File: config.mk
export PLATFORM = sky130hd
export DESIGN_NAME = ps2_keycode_rx
export DESIGN_NICKNAME = d
export VERILOG_FILES = /design/src/rtl/ps2_keycode_rx.sv
export SDC_FILE = /design/constraint.sdc
export NUM_CORES = 1
export LEC_CHECK = 0
export ABC_AREA = 1
export CAP_MARGIN = 20
export CORE_MARGIN = 5
export CORE_UTILIZATION = 52
export DETAILED_ROUTE_END_ITERATION = 6
export PLACE_DENSITY = 0.81
export RECOVER_POWER = 25
export SYNTH_ARGS = -nofsm -noshare
export SYNTH_HDL_FRONTEND = slang
export SYNTH_SLANG_ARGS = --single-unit
File: constraint.sdc
create_clock -name i_clk -period 1.6 [get_ports i_clk]
set_input_delay 0.32 -clock i_clk [delete_from_list [all_inputs] [get_ports i_clk]]
set_output_delay 0.32 -clock i_clk [all_outputs]
set_load 0.005 [all_outputs]
File: src/rtl/ps2_keycode_rx.sv
// PS/2 keyboard receiver: synchronizes and deglitches the PS/2 pins, validates
// 11-bit frames and turns the scan-code stream into a held make/break keycode.
module ps2_keycode_rx #(
  parameter int CLK_FREQ_HZ    = 100_000_000,
  parameter int FILTER_LEN     = 8,
  parameter int TIMEOUT_CYCLES = 200_000
) (
  input  logic        i_clk,
  input  logic        i_reset,
  input  logic        i_ps2_clk,
  input  logic        i_ps2_data,
  output logic [15:0] o_keycode,
  output logic        o_key_strobe,
  output logic        o_frame_err,
  output logic [7:0]  o_err_count
);

  localparam int FW = (FILTER_LEN > 2) ? $clog2(FILTER_LEN) : 1;
  localparam int TW = $clog2(TIMEOUT_CYCLES + 1);

  if (CLK_FREQ_HZ <= 0 || FILTER_LEN < 2 || FILTER_LEN > 31 || TIMEOUT_CYCLES < 2) begin : g_bad_param
    $error("ps2_keycode_rx: parameter out of range");
  end

  typedef enum logic [1:0] {IDLE, RECV, CHECK} state_t;

  logic          r_clk_s1, r_clk_s2, r_dat_s1, r_dat_s2;
  logic          r_fclk;
  logic [FW-1:0] r_fcnt;
  state_t        r_state, w_next;
  logic [3:0]    r_bitcnt;
  logic [10:0]   r_shift;
  logic [TW-1:0] r_to;
  logic          r_break;
  logic [15:0]   r_keycode;
  logic          r_strobe, r_err;
  logic [7:0]    r_errcnt;

  logic          w_differ, w_fire, w_fall;
  logic          w_err_req, w_byte_ok, w_prefix;
  logic [7:0]    w_byte;

  // fclk only follows the pin after FILTER_LEN consecutive disagreeing samples
  assign w_differ = (r_clk_s2 != r_fclk);
  assign w_fire   = w_differ && (r_fcnt == FW'(FILTER_LEN - 1));
  assign w_fall   = w_fire && !r_clk_s2;
  assign w_byte   = r_shift[8:1];
  assign w_prefix = (w_byte == 8'hF0) || (w_byte == 8'hE0);

  always_ff @(posedge i_clk or negedge i_reset) begin
    if (!i_reset) begin
      r_clk_s1 <= 1'b1;
      r_clk_s2 <= 1'b1;
      r_dat_s1 <= 1'b1;
      r_dat_s2 <= 1'b1;
      r_fclk   <= 1'b1;
      r_fcnt   <= '0;
    end else begin
      r_clk_s1 <= i_ps2_clk;
      r_clk_s2 <= r_clk_s1;
      r_dat_s1 <= i_ps2_data;
      r_dat_s2 <= r_dat_s1;
      if (!w_differ) begin
        r_fcnt <= '0;
      end else if (w_fire) begin
        r_fclk <= r_clk_s2;
        r_fcnt <= '0;
      end else begin
        r_fcnt <= r_fcnt + 1'b1;
      end
    end
  end

  always_comb begin
    w_next    = r_state;
    w_err_req = 1'b0;
    w_byte_ok = 1'b0;
    case (r_state)
      IDLE: begin
        if (w_fall) begin
          if (!r_dat_s2) w_next    = RECV;
          else           w_err_req = 1'b1;
        end
      end
      RECV: begin
        if (w_fall && r_bitcnt == 4'd10) begin
          w_next = CHECK;
        end else if (!w_fall && r_to == TW'(TIMEOUT_CYCLES - 1)) begin
          w_err_req = 1'b1;
          w_next    = IDLE;
        end
      end
      CHECK: begin
        w_next = IDLE;
        // odd parity over data+parity, stop bit high
        if ((^r_shift[9:1]) && r_shift[10]) w_byte_ok = 1'b1;
        else                                w_err_req = 1'b1;
      end
      default: w_next = IDLE;
    endcase
  end

  always_ff @(posedge i_clk or negedge i_reset) begin
    if (!i_reset) begin
      r_state  <= IDLE;
      r_bitcnt <= '0;
      r_shift  <= '0;
      r_to     <= '0;
    end else begin
      r_state <= w_next;
      if (r_state != RECV || w_fall || w_err_req) r_to <= '0;
      else                                        r_to <= r_to + 1'b1;
      case (r_state)
        IDLE: if (w_fall && !r_dat_s2) begin
          r_shift  <= '0;
          r_bitcnt <= 4'd1;
        end
        RECV: begin
          if (w_fall) begin
            r_shift[r_bitcnt] <= r_dat_s2;
            r_bitcnt <= (r_bitcnt == 4'd10) ? 4'd0 : r_bitcnt + 4'd1;
          end else if (w_err_req) begin
            r_bitcnt <= '0;
          end
        end
        default: r_bitcnt <= '0;
      endcase
    end
  end

  always_ff @(posedge i_clk or negedge i_reset) begin
    if (!i_reset) begin
      r_keycode <= '0;
      r_break   <= 1'b0;
      r_strobe  <= 1'b0;
      r_err     <= 1'b0;
      r_errcnt  <= '0;
    end else begin
      r_strobe <= w_byte_ok && !w_prefix;
      r_err    <= w_err_req;
      if (w_err_req && r_errcnt != 8'hFF) r_errcnt <= r_errcnt + 8'd1;
      if (w_byte_ok) begin
        if (w_byte == 8'hF0) begin
          r_break <= 1'b1;
        end else if (w_byte != 8'hE0) begin
          r_keycode <= {(r_break ? 8'hF0 : 8'h00), w_byte};
          r_break   <= 1'b0;
        end
      end
    end
  end

  assign o_keycode    = r_keycode;
  assign o_key_strobe = r_strobe;
  assign o_frame_err  = r_err;
  assign o_err_count  = r_errcnt;

endmodule

==> results of run 1 <==
-- repair_timing --
item                                   CTS  global route
setup endpoints to repair               60            57
setup buffers                            8             3
pin swaps                                3             6
hold buffers                             1             0
endpoints found under the hold margin   57             0
resized for setup                       46            43
cloned                                   3             0
-- synthesized netlist by cell type, types with 2 or more instances --
cell     number
a21oi_1      10
buf_2         3
buf_4         7
dfrtp_1      57
dfstp_2       5
ha_1          9
inv_1        56
inv_2         2
nand2_1      92
nand2_4       2
nand3_1      23
nand3_2       4
nand4_1       5
nor2_1       50
nor2_2        2
nor2_4        2
nor3_1        9
nor3_2        8
nor4_1        2
o21ai_0      13
o21ai_1       3
o22ai_1       8
xnor2_1       7
xor2_1        6
-- power by group through the flow --
stage,Clock (mW),Sequential [mW],Combinational (mW)
global placement,0,1.84,0.791
CTS,1.40,1.82,0.905
global route,1.48,1.84,1.02
floorplan,0,1.88,0.431
detailed placement,0,1.85,0.826
finish,1.39,1.82,0.901
-- per-layer routing --
metal,part of all wire,global-route usage,vias to the layer above
met5,0,0,-
met3,0.051,0.0387,21
met1,0.42,0.287,1399
li1,-,-,1432
met4,0.023,0.110,0
met2,0.51,0.382,100
-- cells by family (layout without fill, tap and decap cells) --
group / count (synthesis) / after routing / synth area share
flops: 62 / 62 / 0.477
xor+xnor: 13 / 13 / 0.0349
other cells: 1 / 4 / 0.00115
compound gates: 37 / 37 / 0.0632
buf+inv: 69 / 157 / 0.0908
fa+ha+maj: 9 / 9 / 0.0345
simple gates: 204 / 207 / 0.298
-- worst max-delay path by stage --
stage | start | to
global route | r_shift[7] | r_to[9]
floorplan | r_fcnt[0] | r_bitcnt[1]
global placement | r_shift[3] | r_to[6]
detailed placement | r_shift[3] | o_err_count[2]
CTS | r_shift[7] | o_keycode[14]
finish | r_shift[7] | r_bitcnt[3]
-- through the flow --
step	TNS (ns)	power (mW)	area (µm²)
floorplan	-0.192	2.31	3320
global placement	-2.37	2.63	3960
detailed placement	-5.63	2.68	3960
CTS	-4.80	4.13	4450
global route	-11.41	4.34	4590
finish	-8.20	4.11	4590
-- area by class of cell --
type	instances	area share
Multi-Input combinational cell	270	0.390
Sequential cell	62	0.340
Timing Repair Buffer	83	0.157
Inverter	58	0.0501
Clock buffer	9	0.0270
Tap cell	75	0.0204
Clock inverter	7	0.0161
-- registers in the layout, indices dropped and copies added, names as in the netlist, 2 cells and up --
name and count:
o_keycode 9, o_err_count 8, r_to 18, r_shift 10, r_fcnt 3, r_state 2, r_bitcnt 4
==> results.sh, run 1 <==
export IMPL_status="complete, but fails checks"
export IMPL_violations="negative setup slack"
export IMPL_drtAntennaViolNets=0
export IMPL_synth_cells=395
export IMPL_syn_area_per_cell_um2=8.26
export IMPL_netlist_area_um2=3260
export IMPL_drive_gt1_frac=0.352
export IMPL_via_per_inst=5.23
export IMPL_ys_async_sr_fraction=1.00
export IMPL_r2r_cells=14
export IMPL_core_region_area_um2=6030
export IMPL_drv_slew=0
export IMPL_peakVddDrop_mv=0.658
export IMPL_pwr_share_clk=0.338
export IMPL_postLayoutCoreUtil=0.762
export IMPL_wl_per_cell_um=15.1
export IMPL_first_global_vias=2986
export IMPL_drt_iter0_markers=246
export IMPL_fp_dieArea_um2=7960
export IMPL_hpwl_um=5080
export IMPL_synth_cell_types=34
export IMPL_wirelength_um=8530
export IMPL_layoutNonFillerInstCount=564
export IMPL_cts_buffers=9
export IMPL_ys_ff_latch=62
export IMPL_slew_headroom=0.442
export IMPL_synth_ff_type="dfrtp_1"
export IMPL_final_common_cell="nand2_1"
export IMPL_rows=28
export IMPL_synth_edff_count=0
export IMPL_swShare=0.302
export IMPL_reg2reg_to="r_bitcnt[3]"
export IMPL_crit_fanout=4
export IMPL_finalCriticalPeriod_ns=1.85
export IMPL_fillers=386
export IMPL_maxCapViolCount=0
export IMPL_route_detailed_drc=0
export IMPL_slowest_delay_ns=0.43
export IMPL_worstPathCellList="ha_4 -> inv_2 -> nand2_2 -> nand2_2 -> nand2_2 -> nand2_2 -> nand2_2 -> nand3_4 -> nand2_4 -> nand3_4 -> buf_12 -> nand2_8 -> nand2_2 -> nand2_1"
export IMPL_hold_class="reg -> reg"
export IMPL_yosys_top_cells_area="dfrtp_1 (44%), nand2_1 (11%), inv_1 (6.4%), nor2_1 (5.7%), dfstp_2 (4.0%)"
export IMPL_critPathSlowestCell="dfrtp_1"
export IMPL_fin_worst_skew_ns=0.00848
export IMPL_critPathRequiredTime_ns=1.88
export IMPL_critPathLaunchType="flop"
export IMPL_path_delay_family="simple AND/OR/NAND/NOR gates"
export IMPL_placedCellCount=533
export IMPL_regArea_um2=1560
export IMPL_r2r_slack_ns=-0.25
export IMPL_worstPathArrival_ns=2.13
export IMPL_synth_seq_area_share=0.477
export IMPL_hold_slack_ns=0.360
export IMPL_worst_setup_path_type="reg -> reg"
export IMPL_hold_path_startpoint="r_dat_s1"
export IMPL_htreeDepth=3
export IMPL_grt_util_all_layers=0.228
export IMPL_worst_setup_path_end_kind="flop"
export IMPL_io_pins=30
export IMPL_gp_congestion=0.841
export IMPL_antenna_found_initial=0
export IMPL_ys_warn_count=0
export IMPL_finalHoldViolCount=0
export IMPL_period_share=1.16
export IMPL_antenna_cells=0
export IMPL_dieHeight_um=89.2
export IMPL_crit_buf_inv=2
export IMPL_p_comb_frac=0.219
export IMPL_whs_path_depth=0
export IMPL_seqPwrFrac=0.443
export IMPL_grt_start_max_net_pins=63
export IMPL_p_leak_nw=2.16
export IMPL_clk_insertion_delay_late_ns=0.34
export IMPL_tightest_slew_ns=0.838
export IMPL_vias=2952
export IMPL_nets=497
export IMPL_cts_buffer_depth=2
export IMPL_start_util=0.542
export IMPL_multi_input_area_um2=1790
export IMPL_clock_sinks=62
export IMPL_io_buffers=25
export IMPL_finalWorstSetupSlack_ns=-0.251
export IMPL_setup_violations=47
export IMPL_syn_to_final_growth_pct=40.7
export IMPL_dr_pass1_iters=4
export IMPL_powerDensity_nw_per_um2=896
export IMPL_min_to="r_dat_s2"
export IMPL_root_buffer="clkbuf_8"
export IMPL_grt_pass1_wl_um=13800
export IMPL_die_x_um=89.2
export IMPL_cp_common_cell="nand2_2"
export IMPL_synth_top_cell_by_area="dfrtp_1"
export IMPL_mostFrequentLayoutCells="nand2_1 (69), dfrtp_1 (56), buf_4 (51)"
export IMPL_rsz0062_at_grt="true"
export IMPL_cts_tree="built"
export IMPL_overflow=0
export IMPL_p_int_mw=2.87
export IMPL_worst_path_stages=14
export IMPL_synth_top_area_frac=0.437
export IMPL_r2r_start="r_shift[7]"
export IMPL_fmax_mhz=540
export IMPL_dp_worst_setup_slack_ns=-0.193
export IMPL_p_sw_mw=1.24
export IMPL_cts_reportedPaths_clkPinSlew_ns=0.08
(Power assumes the default switching activity.)
==> inputs of run 2 (changes only) <==
Settings changed: CORE_UTILIZATION 52 to 54, CTS_BUF_LIST from default to sky130_fd_sc_hd__clkbuf_8, PLACE_DENSITY 0.81 to 0.84.
==> results.sh, run 2 (same netlist as run 1, synthesis figures left out) <==
export IMPL_r2r_start="r_shift[8]"
export IMPL_worst_setup_path_type="reg -> reg"
export IMPL_cts_reportedPaths_clkPinSlew_ns=0.07
export IMPL_finalWorstSetupSlack_ns=-0.221
export IMPL_slowest_delay_ns=0.42
export IMPL_cts_buffers=9
export IMPL_min_to="r_clk_s2"
export IMPL_vias=2987
export IMPL_gp_congestion=0.853
export IMPL_violations="negative setup slack"
export IMPL_finalCriticalPeriod_ns=1.82
export IMPL_first_global_vias=2847
export IMPL_hpwl_um=4770
export IMPL_fin_worst_skew_ns=0.0120
export IMPL_setup_violations=52
export IMPL_rsz0062_at_grt="true"
export IMPL_grt_start_max_net_pins=63
export IMPL_whs_path_depth=0
export IMPL_critPathSlowestCell="dfrtp_1"
export IMPL_clock_sinks=62
export IMPL_route_detailed_drc=0
export IMPL_io_pins=30
export IMPL_start_util=0.555
export IMPL_via_per_inst=5.35
export IMPL_wl_per_cell_um=14.4
export IMPL_antenna_found_initial=0
export IMPL_placedCellCount=527
export IMPL_grt_util_all_layers=0.203
export IMPL_critPathRequiredTime_ns=1.89
export IMPL_largest_reg_flops=18
export IMPL_hold_class="reg -> reg"
export IMPL_worst_setup_path_end_kind="flop"
export IMPL_worstPathArrival_ns=2.11
export IMPL_fmax_mhz=549
export IMPL_cp_common_cell="nand2_2"
export IMPL_mostFrequentLayoutCells="nand2_1 (80), dfrtp_1 (56), inv_1 (55)"
export IMPL_syn_to_final_growth_pct=37.1
export IMPL_critPathLaunchType="flop"
export IMPL_die_x_um=87.8
export IMPL_r2r_cells=14
export IMPL_drt_iter0_markers=256
export IMPL_drtAntennaViolNets=0
export IMPL_fp_dieArea_um2=7700
export IMPL_root_buffer="clkbuf_8"
export IMPL_core_region_area_um2=5890
export IMPL_nets=491
export IMPL_powerDensity_nw_per_um2=941
export IMPL_cts_tree="built"
export IMPL_r2r_slack_ns=-0.22
export IMPL_io_buffers=25
export IMPL_reg2reg_to="r_bitcnt[3]"
export IMPL_layoutNonFillerInstCount=558
export IMPL_rows=28
export IMPL_tightest_slew_ns=0.831
export IMPL_wirelength_um=8020
export IMPL_dp_worst_setup_slack_ns=-0.175
export IMPL_regMostFlops="r_to"
export IMPL_finalHoldViolCount=0
export IMPL_period_share=1.14
export IMPL_p_leak_nw=2.16
export IMPL_htreeDepth=3
export IMPL_slew_headroom=0.446
export IMPL_hold_slack_ns=0.357
export IMPL_clk_insertion_delay_late_ns=0.35
export IMPL_crit_fanout=4
export IMPL_dr_pass1_iters=6
export IMPL_cts_buffer_depth=2
export IMPL_drive_gt1_frac=0.290
export IMPL_postLayoutCoreUtil=0.761
export IMPL_final_common_cell="nand2_1"
export IMPL_antenna_cells=0
export IMPL_peakVddDrop_mv=0.823
export IMPL_tns_ns=-6.89
export IMPL_hold_path_startpoint="r_clk_s1"
export IMPL_overflow=0
export IMPL_grt_pass1_wl_um=12100
export IMPL_dieHeight_um=87.8
export IMPL_maxCapViolCount=0
export IMPL_drv_slew=0
export IMPL_worstPathCellList="ha_4 -> inv_2 -> nand2_2 -> nand2_2 -> nand2_2 -> nand2_2 -> nand2_2 -> nand3_4 -> nand2_4 -> nand3_4 -> buf_6 -> nand2_4 -> nand2_2 -> nand2_1"
export IMPL_status="complete, but fails checks"
run 2: metrics by stage:
stage,power (mW),instance area (µm²)
after floorplan,2.31,3320
after global routing,4.45,4480
after detailed placement,2.63,3890
final,4.21,4480
after global placement,2.59,3890
after CTS,4.14,4220
run 2: per-layer routing:
metal,wire length [µm],global-route usage,up-vias
met1,3020,0.235,1411
met5,0,0,-
met3,516,0.0386,34
met4,325,0.0921,0
met2,4160,0.362,117
li1,-,-,1425
run 2: timing repair:
item	CTS	global route
setup buffers	4	6
setup endpoints to repair	60	59
pin swaps	6	14
gates cloned	3	1
endpoints found under the hold margin	57	0
hold buffers	1	0
gates resized for setup	15	50
run 2: final cells by class:
type / instances / area [µm²]
inverter: 58 / 220
clock inverter: 6 / 77.6
multi-input combinational: 271 / 1730
tap: 75 / 93.8
fill: 390 / 1410
sequential: 62 / 1560
timing repair buffer: 76 / 656
clock buffer: 10 / 138
run 2: where the power goes:
part	total, mW	switching [mW]	internal, mW
Combinational	0.863	0.464	0.399
Clock	1.51	0.603	0.903
Sequential	1.84	0.116	1.73
run 2: worst max path at each step:
stage | endpoint | startpoint | slack [ns]
finish | r_bitcnt[3] | r_shift[8] | -0.22
global route | r_bitcnt[1] | r_shift[8] | -0.34
global placement | r_bitcnt[1] | r_shift[3] | -0.07
floorplan | r_bitcnt[1] | r_fcnt[0] | -0.04
CTS | r_bitcnt[0] | r_shift[7] | -0.15
detailed placement | r_to[6] | r_shift[8] | -0.18
run 2: critical path, delay by kind of cell (launching register included):
| family | cells | cell delay [ns] |
|---|---|---|
| buf+inv | 2 | 0.18 |
| fa+ha+maj | 1 | 0.28 |
| flops | 1 | 0.42 |
| simple gates | 11 | 0.87 |
